File: src/rtl/wb_commit_queue_pkg.sv
// Shared types for the rv32i writeback commit queue.
//   load_funct3_t : load funct3 encodings (lb/lh/lw/lbu/lhu)
//   wb_entry_t    : one buffered instruction awaiting retirement
package wb_commit_queue_pkg;

  typedef enum logic [2:0] {
    LdB  = 3'b000,
    LdH  = 3'b001,
    LdW  = 3'b010,
    LdBu = 3'b100,
    LdHu = 3'b101
  } load_funct3_t;

  // funct3 is kept as raw bits: undefined encodings must survive to the aligner.
  typedef struct packed {
    logic [4:0]  rd_s;
    logic [31:0] rd_v;
    logic        we;
    logic        is_load;
    logic [2:0]  funct3;
    logic [1:0]  addr_lo;
    logic        done;
  } wb_entry_t;

endpackage

File: src/rtl/wb_commit_queue_load_align.sv
// load_align: combinational load data alignment and extension.
//   raw     : raw 32-bit word from data memory
//   funct3  : load type; undefined encodings pass the word through
//   addr_lo : byte offset within the word
//   result  : aligned, sign/zero-extended value
module load_align
  import wb_commit_queue_pkg::*;
(
  input  logic [31:0] raw,
  input  logic [2:0]  funct3,
  input  logic [1:0]  addr_lo,
  output logic [31:0] result
);

  logic [7:0]  byte_sel;
  logic [15:0] half_sel;

  always_comb begin
    unique case (addr_lo)
      2'd0: byte_sel = raw[7:0];
      2'd1: byte_sel = raw[15:8];
      2'd2: byte_sel = raw[23:16];
      2'd3: byte_sel = raw[31:24];
    endcase
    half_sel = addr_lo[1] ? raw[31:16] : raw[15:0];

    case (funct3)
      LdB:     result = {{24{byte_sel[7]}}, byte_sel};
      LdH:     result = {{16{half_sel[15]}}, half_sel};
      LdBu:    result = {24'd0, byte_sel};
      LdHu:    result = {16'd0, half_sel};
      LdW:     result = raw;
      default: result = raw;
    endcase
  end

endmodule

File: src/rtl/wb_commit_queue.sv
// wb_commit_queue: in-order writeback buffer between memory stage and register file.
//   in_*          : instruction from memory stage, accepted on in_valid && in_ready
//   dmem_*        : load responses, returned in load issue order
//   rd_s/rd_v/wr_en : registered register-file write port
//   fwd_*         : combinational forwarding/hazard lookup, one set per query port
//   retire_count  : instructions retired since reset (wraps)
module wb_commit_queue
  import wb_commit_queue_pkg::*;
#(
  parameter int unsigned DEPTH   = 4,
  parameter int unsigned NUM_FWD = 2,
  parameter int unsigned CNT_W   = 64
) (
  input  logic                     clk,
  input  logic                     rst,
  input  logic                     in_valid,
  output logic                     in_ready,
  input  logic [4:0]               in_rd_s,
  input  logic [31:0]              in_rd_v,
  input  logic                     in_regf_we,
  input  logic                     in_is_load,
  input  logic [2:0]               in_funct3,
  input  logic [1:0]               in_addr_lo,
  input  logic                     dmem_resp,
  input  logic [31:0]              dmem_rdata,
  output logic [4:0]               rd_s,
  output logic [31:0]              rd_v,
  output logic                     wr_en,
  input  logic [NUM_FWD-1:0][4:0]  fwd_s,
  output logic [NUM_FWD-1:0]       fwd_hit,
  output logic [NUM_FWD-1:0]       fwd_pending,
  output logic [NUM_FWD-1:0][31:0] fwd_v,
  output logic [CNT_W-1:0]         retire_count
);

  localparam int unsigned PtrW = $clog2(DEPTH);
  typedef logic [PtrW:0] ptr_t;

  wb_entry_t mem_q [DEPTH];
  ptr_t      head_q, tail_q, ld_q;
  ptr_t      tail_d, ld_d, ld_fallback;
  ptr_t      count, span, cand, nxt_ld;
  logic      nxt_found;

  logic [PtrW-1:0] head_idx, tail_idx, ld_idx;
  logic [PtrW-1:0] slot_idx [DEPTH];
  logic [DEPTH-1:0] slot_valid;

  wb_entry_t   head_ent, ld_ent;
  logic        do_push, do_pop, do_resolve, ld_any;
  logic [31:0] ld_data;
  logic [NUM_FWD-1:0] buf_hit;

  assign head_idx = head_q[PtrW-1:0];
  assign tail_idx = tail_q[PtrW-1:0];
  assign ld_idx   = ld_q[PtrW-1:0];
  assign count    = tail_q - head_q;
  assign in_ready = (count != ptr_t'(DEPTH));

  assign head_ent = mem_q[head_idx];
  assign ld_ent   = mem_q[ld_idx];

  // ld_q parks at tail_q whenever no unresolved load is buffered.
  assign ld_any     = (ld_q != tail_q);
  assign do_push    = in_valid && in_ready;
  assign do_pop     = (count != '0) && head_ent.done;
  assign do_resolve = dmem_resp && ld_any;
  assign tail_d     = do_push ? tail_q + ptr_t'(1) : tail_q;

  load_align u_align (
    .raw     (dmem_rdata),
    .funct3  (ld_ent.funct3),
    .addr_lo (ld_ent.addr_lo),
    .result  (ld_data)
  );

  // Slot k is the k-th oldest buffered entry.
  always_comb begin
    for (int unsigned k = 0; k < DEPTH; k++) begin
      slot_idx[k]   = head_idx + PtrW'(k);
      slot_valid[k] = ptr_t'(k) < count;
    end
  end

  // Responses arrive in order, so every load younger than ld_q is still unresolved;
  // the next target is simply the next load entry before the tail.
  always_comb begin
    nxt_found = 1'b0;
    nxt_ld    = tail_q;
    cand      = '0;
    span      = tail_q - ld_q;
    for (int unsigned k = 1; k < DEPTH; k++) begin
      cand = ld_q + ptr_t'(k);
      if (!nxt_found && (ptr_t'(k) < span) && mem_q[cand[PtrW-1:0]].is_load) begin
        nxt_found = 1'b1;
        nxt_ld    = cand;
      end
    end
  end

  always_comb begin
    // A load enqueued now lands at tail_q; anything else keeps ld_q parked at the tail.
    ld_fallback = (do_push && in_is_load) ? tail_q : tail_d;
    if (do_resolve) begin
      ld_d = nxt_found ? nxt_ld : ld_fallback;
    end else if (!ld_any) begin
      ld_d = ld_fallback;
    end else begin
      ld_d = ld_q;
    end
  end

  // Entry storage needs no reset: validity comes from the pointers alone.
  always_ff @(posedge clk) begin
    if (do_push) begin
      mem_q[tail_idx] <= '{rd_s:    in_rd_s,
                           rd_v:    in_is_load ? 32'd0 : in_rd_v,
                           we:      in_regf_we,
                           is_load: in_is_load,
                           funct3:  in_funct3,
                           addr_lo: in_addr_lo,
                           done:    !in_is_load};
    end
    if (do_resolve) begin
      mem_q[ld_idx].rd_v <= ld_data;
      mem_q[ld_idx].done <= 1'b1;
    end
  end

  always_ff @(posedge clk or posedge rst) begin
    if (rst) begin
      head_q       <= '0;
      tail_q       <= '0;
      ld_q         <= '0;
      wr_en        <= 1'b0;
      rd_s         <= '0;
      rd_v         <= '0;
      retire_count <= '0;
    end else begin
      tail_q <= tail_d;
      ld_q   <= ld_d;
      if (do_pop) begin
        head_q       <= head_q + ptr_t'(1);
        wr_en        <= head_ent.we && (head_ent.rd_s != 5'd0);
        rd_s         <= head_ent.rd_s;
        rd_v         <= head_ent.rd_v;
        retire_count <= retire_count + CNT_W'(1);
      end else begin
        wr_en <= 1'b0;
      end
    end
  end

  // Scan oldest to youngest so the youngest match is the one left standing.
  always_comb begin
    for (int unsigned p = 0; p < NUM_FWD; p++) begin
      buf_hit[p]     = 1'b0;
      fwd_pending[p] = 1'b0;
      fwd_v[p]       = '0;
      for (int unsigned k = 0; k < DEPTH; k++) begin
        if (slot_valid[k] && mem_q[slot_idx[k]].we &&
            (mem_q[slot_idx[k]].rd_s == fwd_s[p])) begin
          buf_hit[p]     = 1'b1;
          fwd_v[p]       = mem_q[slot_idx[k]].rd_v;
          fwd_pending[p] = mem_q[slot_idx[k]].is_load && !mem_q[slot_idx[k]].done;
        end
      end
      fwd_hit[p] = buf_hit[p];
      if (!buf_hit[p] && wr_en && (rd_s == fwd_s[p])) begin
        fwd_hit[p] = 1'b1;
        fwd_v[p]   = rd_v;
      end
      if (fwd_s[p] == 5'd0) begin
        fwd_hit[p]     = 1'b0;
        fwd_pending[p] = 1'b0;
      end
    end
  end

endmodule
File: config.mk
export PLATFORM = sky130hd
export DESIGN_NAME = wb_commit_queue
export DESIGN_NICKNAME = d
export VERILOG_FILES = /design/src/rtl/wb_commit_queue_pkg.sv /design/src/rtl/wb_commit_queue_load_align.sv /design/src/rtl/wb_commit_queue.sv
export SDC_FILE = /design/constraint.sdc
export NUM_CORES = 1
export LEC_CHECK = 0
export BUFFER_PORTS_ARGS = -buffer_cell sky130_fd_sc_hd__buf_2
export CORE_MARGIN = 2
export CORE_UTILIZATION = 45
export DETAILED_ROUTE_END_ITERATION = 7
export SLEW_MARGIN = 20
export SYNTH_ARGS = -nofsm -noshare
export SYNTH_HDL_FRONTEND = slang
export SYNTH_SLANG_ARGS = --single-unit
export TNS_END_PERCENT = 10
File: constraint.sdc
create_clock -name clk -period 7.4 [get_ports clk]
set_input_delay 1.48 -clock clk [delete_from_list [all_inputs] [get_ports clk]]
set_output_delay 1.48 -clock clk [all_outputs]
set_load 0.005 [all_outputs]
; ---- Word level (Yosys, flattened, before mapping)
; Memories as Yosys holds them, arrays and structs flattened.
; Index checks and enable logic that the tools add are counted.
[totals]
register_bits = 111
ramBits = 180
input_bits = 90
out_inout_bits = 171
n_memories = 1
[op_classes]
add_sub_neg = 11
magnitude_cmp = 7
n_eq_ne = 19
n_mux = 52
reduce_logical = 45
[mem_list]
columns = name, words, word_bits, rd, rd_clocked_by_memory_dff, wr, line
row1 = mem_q, 4, 45, 8, 0, 2, wb_commit_queue.sv:39  ; wb_entry_t mem_q [DEPTH];
[op_table]
columns = operator, n
row1 = two-way mux 32 bit, 11
row2 = case mux 32 bit (4 select lines), 1
row3 = adder 64 x 1 -> 64 bit (second input constant), 1
row4 = == test 5 bit, 10
row5 = case mux 8 bit (4 select lines), 1
row6 = logical AND 1 bit, 30
row7 = two-way mux 1 bit, 30
row8 = two-way mux 3 bit, 8
row9 = two-way mux 16 bit, 1
row10 = < comparator 2 x 3 -> 1 bit (first input constant), 4
row11 = zero test 5 bit, 2
row12 = adder 3 x 1 -> 3 bit (second input constant), 3
row13 = zero test 1 bit, 9
row14 = < comparator 1 x 3 -> 1 bit (first input constant), 3
row15 = adder 3 x 2 -> 3 bit (second input constant), 2
row16 = == test 3 bit (second input constant), 2
row17 = subtractor 3 bit, 2
row18 = nonzero test 5 bit, 1
row19 = adder 2 bit (second input constant), 2
row20 = == test 2 bit (second input constant), 2
row21 = == test 3 x 1 -> 1 bit (second input constant), 1
row22 = zero test 3 bit, 1
row23 = inequality test 3 bit, 1
row24 = inequality test 3 bit (second input constant), 1
row25 = other kinds (5), 5

; ---- Depth between registers and ports, before layout
; Gate-level depths: netlist of run 1.
[logic_depth]
word_depth = 14
ltp_mapped = 12
ltp_nobuf = 11

; ---- Modules after synthesis
; A second synthesis of run 1 with hierarchy kept.
[unflattened]
cells_unflattened = 1811
hier_area_um2 = 20081.8
[by_module_without_submodules]
columns = mod, n_inst, cells_per_inst, area_per_inst_um2, seq_area_each_um2
row1 = wb_commit_queue, 1, 1701, 19432.4, 8142.8
row2 = load_align, 1, 110, 649.4, 0.0

; ---- Least setup slack after synthesis of run 1
; No wires, ideal clock.
[synth_path]
path_kind = input-to-output
start = input port fwd_s[4] (netlist name)
end = output port fwd_v[0] (netlist name)
t_arrival_ns = 3.134
required_time_ns = 5.920
setup_slack_ns = 2.786
path_stages = 8
n_path_buf = 2
path_cell_list = clkbuf_1 xnor2_2 nand4_1 or3_4 a21o_1 buf_6 o211a_1 o2bb2ai_1
[synth_lines]
columns = element, line
row1 = from (decl), wb_commit_queue.sv:29  ; input logic [NUM_FWD-1:0][4:0] fwd_s,
row2 = to (decl), wb_commit_queue.sv:32  ; output logic [NUM_FWD-1:0][31:0] fwd_v,

==> results of run 1 <==
layout make-up:
class                           instances  area (um^2)  share of cell area
Multi-Input combinational cell       1270        11100               0.488
Sequential cell                       291         8150               0.358
Timing Repair Buffer                  295         1560              0.0687
Clock buffer                           45          966              0.0424
Tap cell                              592          741              0.0325
Clock inverter                         20          159             0.00698
Inverter                               17         66.3             0.00291
Antenna cell                            2         5.00            0.000220
power breakdown:
part | internal [W] | total, W | switching, W
logic | 0.00297 | 0.00662 | 0.00365
clock network | 0.000999 | 0.00172 | 0.000721
registers | 0.00251 | 0.00316 | 0.000652
path summary, 6_finish.rpt:
kind	to	slack [ns]	depth (start not counted)
min	retire_count[63]	0.47	1
max reg2reg	mem_q[0][21]	2.96	9
min reg2reg	retire_count[63]	0.47	1
max in group asynchronous	head_q[1]	4.96	3
min in group asynchronous	retire_count[36]	1.05	2
max	fwd_v[30]	0.71	11
sequential cells by signal, summed over array words and instances, names as in the netlist:
signal        count
mem_q           180
retire_count     64
rd_v             32
rd_s              5
head_q            3
ld_q              3
tail_q            3
wr_en             1
worst max-delay path: stages, from the launching register on:
cell	delay, ns
dfrtp_4	0.75
ha_1	0.35
fa_1	0.36
xor3_2	0.51
o21ai_1	0.15
nor4_2	0.57
nand2_2	0.54
a21o_1	0.45
buf_4	0.28
o211a_1	0.24
o2bb2ai_1	0.24
buf_2	0.17
cells by family after synthesis:
| logic type | share of synthesized area |
|---|---|
| and+or+nand+nor | 0.118 |
| AOI/OAI and AO/OA | 0.128 |
| muxes | 0.243 |
| adders and majority gates | 0.0102 |
| xor gates and xnor gates | 0.0560 |
| DFF | 0.409 |
| buffers and inverters | 0.0351 |
per-stage QoR:
step / total power [W] / std cells / util / setup WS [ns] / instance area (um^2)
after detailed placement: 0.00974 / 2465 / 0.493 / 1.26 / 21600
after CTS: 0.0115 / 2530 / 0.518 / 0.689 / 22800
final: 0.0115 / 2532 / 0.518 / 0.709 / 22800
after global placement: 0.00963 / 2465 / 0.493 / 1.35 / 21600
after global routing: 0.0121 / 2531 / 0.518 / 0.477 / 22800
after floorplan: 0.00777 / 1719 / - / 2.79 / 19900
synth_stat cells, types with 41 or more instances:
master     number
nor2_1         96
o22ai_1       128
clkbuf_1       91
dfrtp_1       111
o211a_1        61
edfxtp_1      176
xnor2_1        80
mux2i_1        67
o2bb2ai_1      64
a21oi_1        42
nand3_1        41
mux4_2        160
mux2_2         46
nand2_1       241
routing by layer:
| layer | up-vias | routed length (um) | track usage |
|---|---|---|---|
| met2 | 867 | 28900 | 0.426 |
| met3 | 172 | 5610 | 0.0577 |
| met1 | 8044 | 26100 | 0.369 |
| met5 | - | 0 | 0 |
| li1 | 7046 | - | - |
| met4 | 0 | 2670 | 0.119 |
==> results_dict.tcl, run 1 <==
set metrics [dict create \
    status "complete, no violations" \
    fin_nets 2017 \
    regToRegStartpoint "head_q[0]" \
    path_clk_slew_ns 0.06 \
    netlist_instances 1719 \
    syn_area_mm2 0.0199 \
    cts_buffer_depth 3 \
    synth_warnings 0 \
    avgSynthCellArea_um2 11.6 \
    peakVddDrop_mv 0.307 \
    tns_ns 0 \
    drtPass1Iterations 5 \
    p_per_area_mw_per_mm2 505 \
    vias_per_cell 6.37 \
    grt_max_degree 66 \
    cts.sinks 291 \
    fin_worst_skew_ns 0.0146 \
    die_area_mm2 0.0459 \
    grt_usage 0.272 \
    worst_setup_path_end_kind "output port" \
    startpoint "head_q[0]" \
    root_buffer "clkbuf_16" \
    area_growth_pct 14.4 \
    leakage_nw 9.10 \
    startpoint_type "flip-flop" \
    hold_slack_ns 0.472 \
    row_count 77 \
    die_w_um 214 \
    htree_num_levels 2 \
    worstSetupPathType "flip-flop to output port" \
    rsz0062_at_grt "false" \
    drt_wl_total_mm 63.2 \
    grt_pass1_wl_mm 96.4 \
    yosysTopAreaCell "edfxtp_1" \
    tightest_slew_ns 1.04 \
    hp-class "flip-flop to flip-flop" \
    final_cell_mix "buf_2 (260), nand2_1 (239), edfxtp_1 (176), mux4_2 (160), o22ai_1 (128)" \
    fin_crit_ns 6.69 \
    grt_pass1_vias 15600 \
    layout_commonest_cell "buf_2" \
    cap_violations 0 \
    synth_edf_count 176 \
    drtIter0Drc 1694 \
    start_util 0.453 \
    ctsHoldBuffers 0 \
    drc 0 \
    ys.flop_type "edfxtp_1" \
    io_buffers 260 \
    hp-start "retire_count[63]" \
    finalHoldViolCount 0 \
    ant_nets 0 \
    finalCritPeriodShare 0.904 \
    timing.slew.headroom 0.307 \
    async_reset_ff_frac 0.381 \
    yosys.area.top_type_share 0.265 \
    cts_made_buffers 37 \
    cts-resized-gates 0 \
    drv_slew 0 \
    dpl.hpwl_mm 43.8 \
    antenna_found_initial 2 \
    drive_gt1_frac 0.301 \
    num_io_pins 261 \
    max_freq_mhz 149 \
    gp_congestion 0.940 \
    ys_seq_area_frac 0.409 \
    synth_cell_types 67 \
    nFillCells 3899 \
    worstPathRequired_ns 5.92 \
    wire_per_inst_um 25.0 \
    grt_overflow 0 \
    die_h_um 214 \
    core_mm2 0.0439 \
    cts_tree "built" \
    synthTopCellsByArea "edfxtp_1 (27%), mux4_2 (18%), dfrtp_1 (14%), nand2_1 (4.5%), o22ai_1 (4.0%)" \
    setup_viol 0 \
    crit_path_max_fanout 47 \
    vias 16100 \
    cp.arrival_ns 5.21 \
    insertion_delay_ns 0.55 \
    cts_setup_buffers 0 \
    synth_seq_cells 291 \
    synth_nets 1824 \
]
Note: power is estimated with default switching activity, not from simulation.
==> inputs of run 2 (changes only) <==
CORE_ASPECT_RATIO = 1.75   (was not set)
CORE_MARGIN = not set   (was 2)
RECOVER_POWER = 50   (was not set)
==> results_dict.tcl, run 2 (same netlist as run 1, synthesis figures left out) <==
set metrics [dict create \
    status "finished with violations" \
    violations "max-capacitance violations, max-slew violations" \
    rsz0062_at_grt "false" \
    grt_max_degree 129 \
    pwr-share-seq 0.280 \
    p_switching_w 0.00499 \
    setup_viol 0 \
    regToRegStartpoint "head_q[0]" \
    utilization 0.517 \
    cts_setup_buffers 0 \
    nFillCells 3954 \
    p_clk_frac 0.133 \
    root_buffer "clkbuf_16" \
    drtPass1Iterations 6 \
    p_per_area_mw_per_mm2 504 \
    hp-start "retire_count[63]" \
    leakage_nw 8.76 \
    grt_usage 0.280 \
    num_antenna_cells 0 \
    cts_made_buffers 29 \
    cts_tree "built" \
    fin_cells 2488 \
    p_sw_frac 0.441 \
    vias 15800 \
    startpoint "head_q[0]" \
    vias_per_cell 6.36 \
    cp.arrival_ns 4.85 \
    htree_num_levels 1 \
    p_comb_frac 0.587 \
    io_buffers 260 \
    worst_setup_path_end_kind "output port" \
    worstSetupPathType "flip-flop to output port" \
    ctsHoldBuffers 0 \
    peakVddDrop_mv 0.402 \
    drt_wl_total_mm 63.8 \
    largest_register "mem_q" \
    dpl_worst_slack_ns 1.63 \
    grt_overflow 0 \
    fin_nets 2004 \
    cts-resized-gates 0 \
    wire_per_inst_um 25.7 \
    fin_total_pwr_w 0.0113 \
    die_w_um 161 \
    tightest_slew_ns 3.34 \
    num_io_pins 261 \
    die_area_mm2 0.0451 \
    die_h_um 280 \
    drv_slew 269 \
    tns_ns 0 \
    crit_path_max_fanout 33 \
    dpl.cell_count 2434 \
    grt_pass1_wl_mm 95.4 \
    hp-class "flip-flop to flip-flop" \
    fin_crit_ns 6.33 \
    startpoint_type "flip-flop" \
    ant_nets 0 \
    antenna_found_initial 1 \
    grt_pass1_vias 15600 \
    gp_congestion 0.876 \
    start_util 0.458 \
    area_growth_pct 12.8 \
    reg_top3 "mem_q (180), retire_count (64), rd_v (32)" \
    cts_buffer_depth 3 \
    setup_ws_ns 1.07 \
    finalHoldViolCount 0 \
    worstPathRequired_ns 5.92 \
    timing.slew.headroom -1.23 \
    drc 0 \
    largest_reg_flops 180 \
    final_cell_mix "nand2_1 (235), buf_2 (205), edfxtp_1 (176), mux4_2 (160), o22ai_1 (128)" \
    cts.sinks 291 \
    finalCritPeriodShare 0.855 \
    insertion_delay_ns 0.59 \
    fin_worst_skew_ns 0.0130 \
    core_mm2 0.0435 \
    dpl.hpwl_mm 44.9 \
    drtIter0Drc 1429 \
    p_int_w 0.00633 \
    drive_gt1_frac 0.268 \
    row_count 101 \
    path_clk_slew_ns 0.06 \
    max_freq_mhz 158 \
    layout_commonest_cell "nand2_1" \
    cap_violations 7 \
]
## run 2: cell types whose count changed in the layout (fill, tap and decap cells not counted), sizes merged
cell,previous run,this run
buf,295,232
clkinvlp,1,9
clkbuf,45,92
bufinv,2,3
clkinv,16,8
inv,18,17
diode,2,0
## run 2: critical path, cell delays in order (launching register included)
cell	delay [ns]
dfrtp_4	0.70
ha_1	0.30
fa_1	0.35
xor3_1	0.50
o21ai_1	0.38
nor4_2	0.15
nand2_2	0.10
buf_4	0.51
nand2_1	0.18
nor3_2	0.20
buf_4	0.44
o2bb2ai_1	0.23
buf_2	0.17
## run 2: path summary, 6_finish.rpt
path / slack (ns) / depth (start not counted) / end
min in group asynchronous: 1.69 / 2 / retire_count[4]
hold / removal: 0.49 / 1 / retire_count[63]
max in group asynchronous: 1.60 / 3 / rd_v[17]
setup reg to reg: 1.57 / 10 / retire_count[29]
hold reg to reg: 0.49 / 1 / retire_count[63]
setup / recovery: 1.07 / 12 / fwd_v[8]
## run 2: power by group through the flow
stage / Sequential [W] / Clock (W) / Combinational (W)
finish: 0.00317 / 0.00151 / 0.00664
global route: 0.00325 / 0.00159 / 0.00710
CTS: 0.00316 / 0.00153 / 0.00661
detailed placement: 0.00319 / 0 / 0.00660
global placement: 0.00313 / 0 / 0.00652
floorplan: 0.00289 / 0 / 0.00488
## run 2: per-stage QoR
stage          area (um^2)  hold WS [ns]
2_1_floorplan        19900         0.455
3_3_place_gp         21600         0.457
3_5_place_dp         21600         0.478
4_1_cts              22600         0.490
5_1_grt              22500         0.512
6_report             22500         0.485
## run 2: area by class of cell
class,instances,area [um^2],share of cell area
Clock buffer,34,744,0.0331
Clock inverter,20,204,0.00908
Inverter,17,65.1,0.00290
Multi-Input combinational cell,1270,11100,0.496
Sequential cell,291,8150,0.363
Tap cell,566,708,0.0315
Timing Repair Buffer,290,1460,0.0648
## run 2: metal layers
metal	share of wire	vias up	track usage
met5	0	-	0
met4	0.042	0	0.128
met3	0.065	143	0.0290
met2	0.53	746	0.510
met1	0.36	7914	0.328
li1	-	7013	-
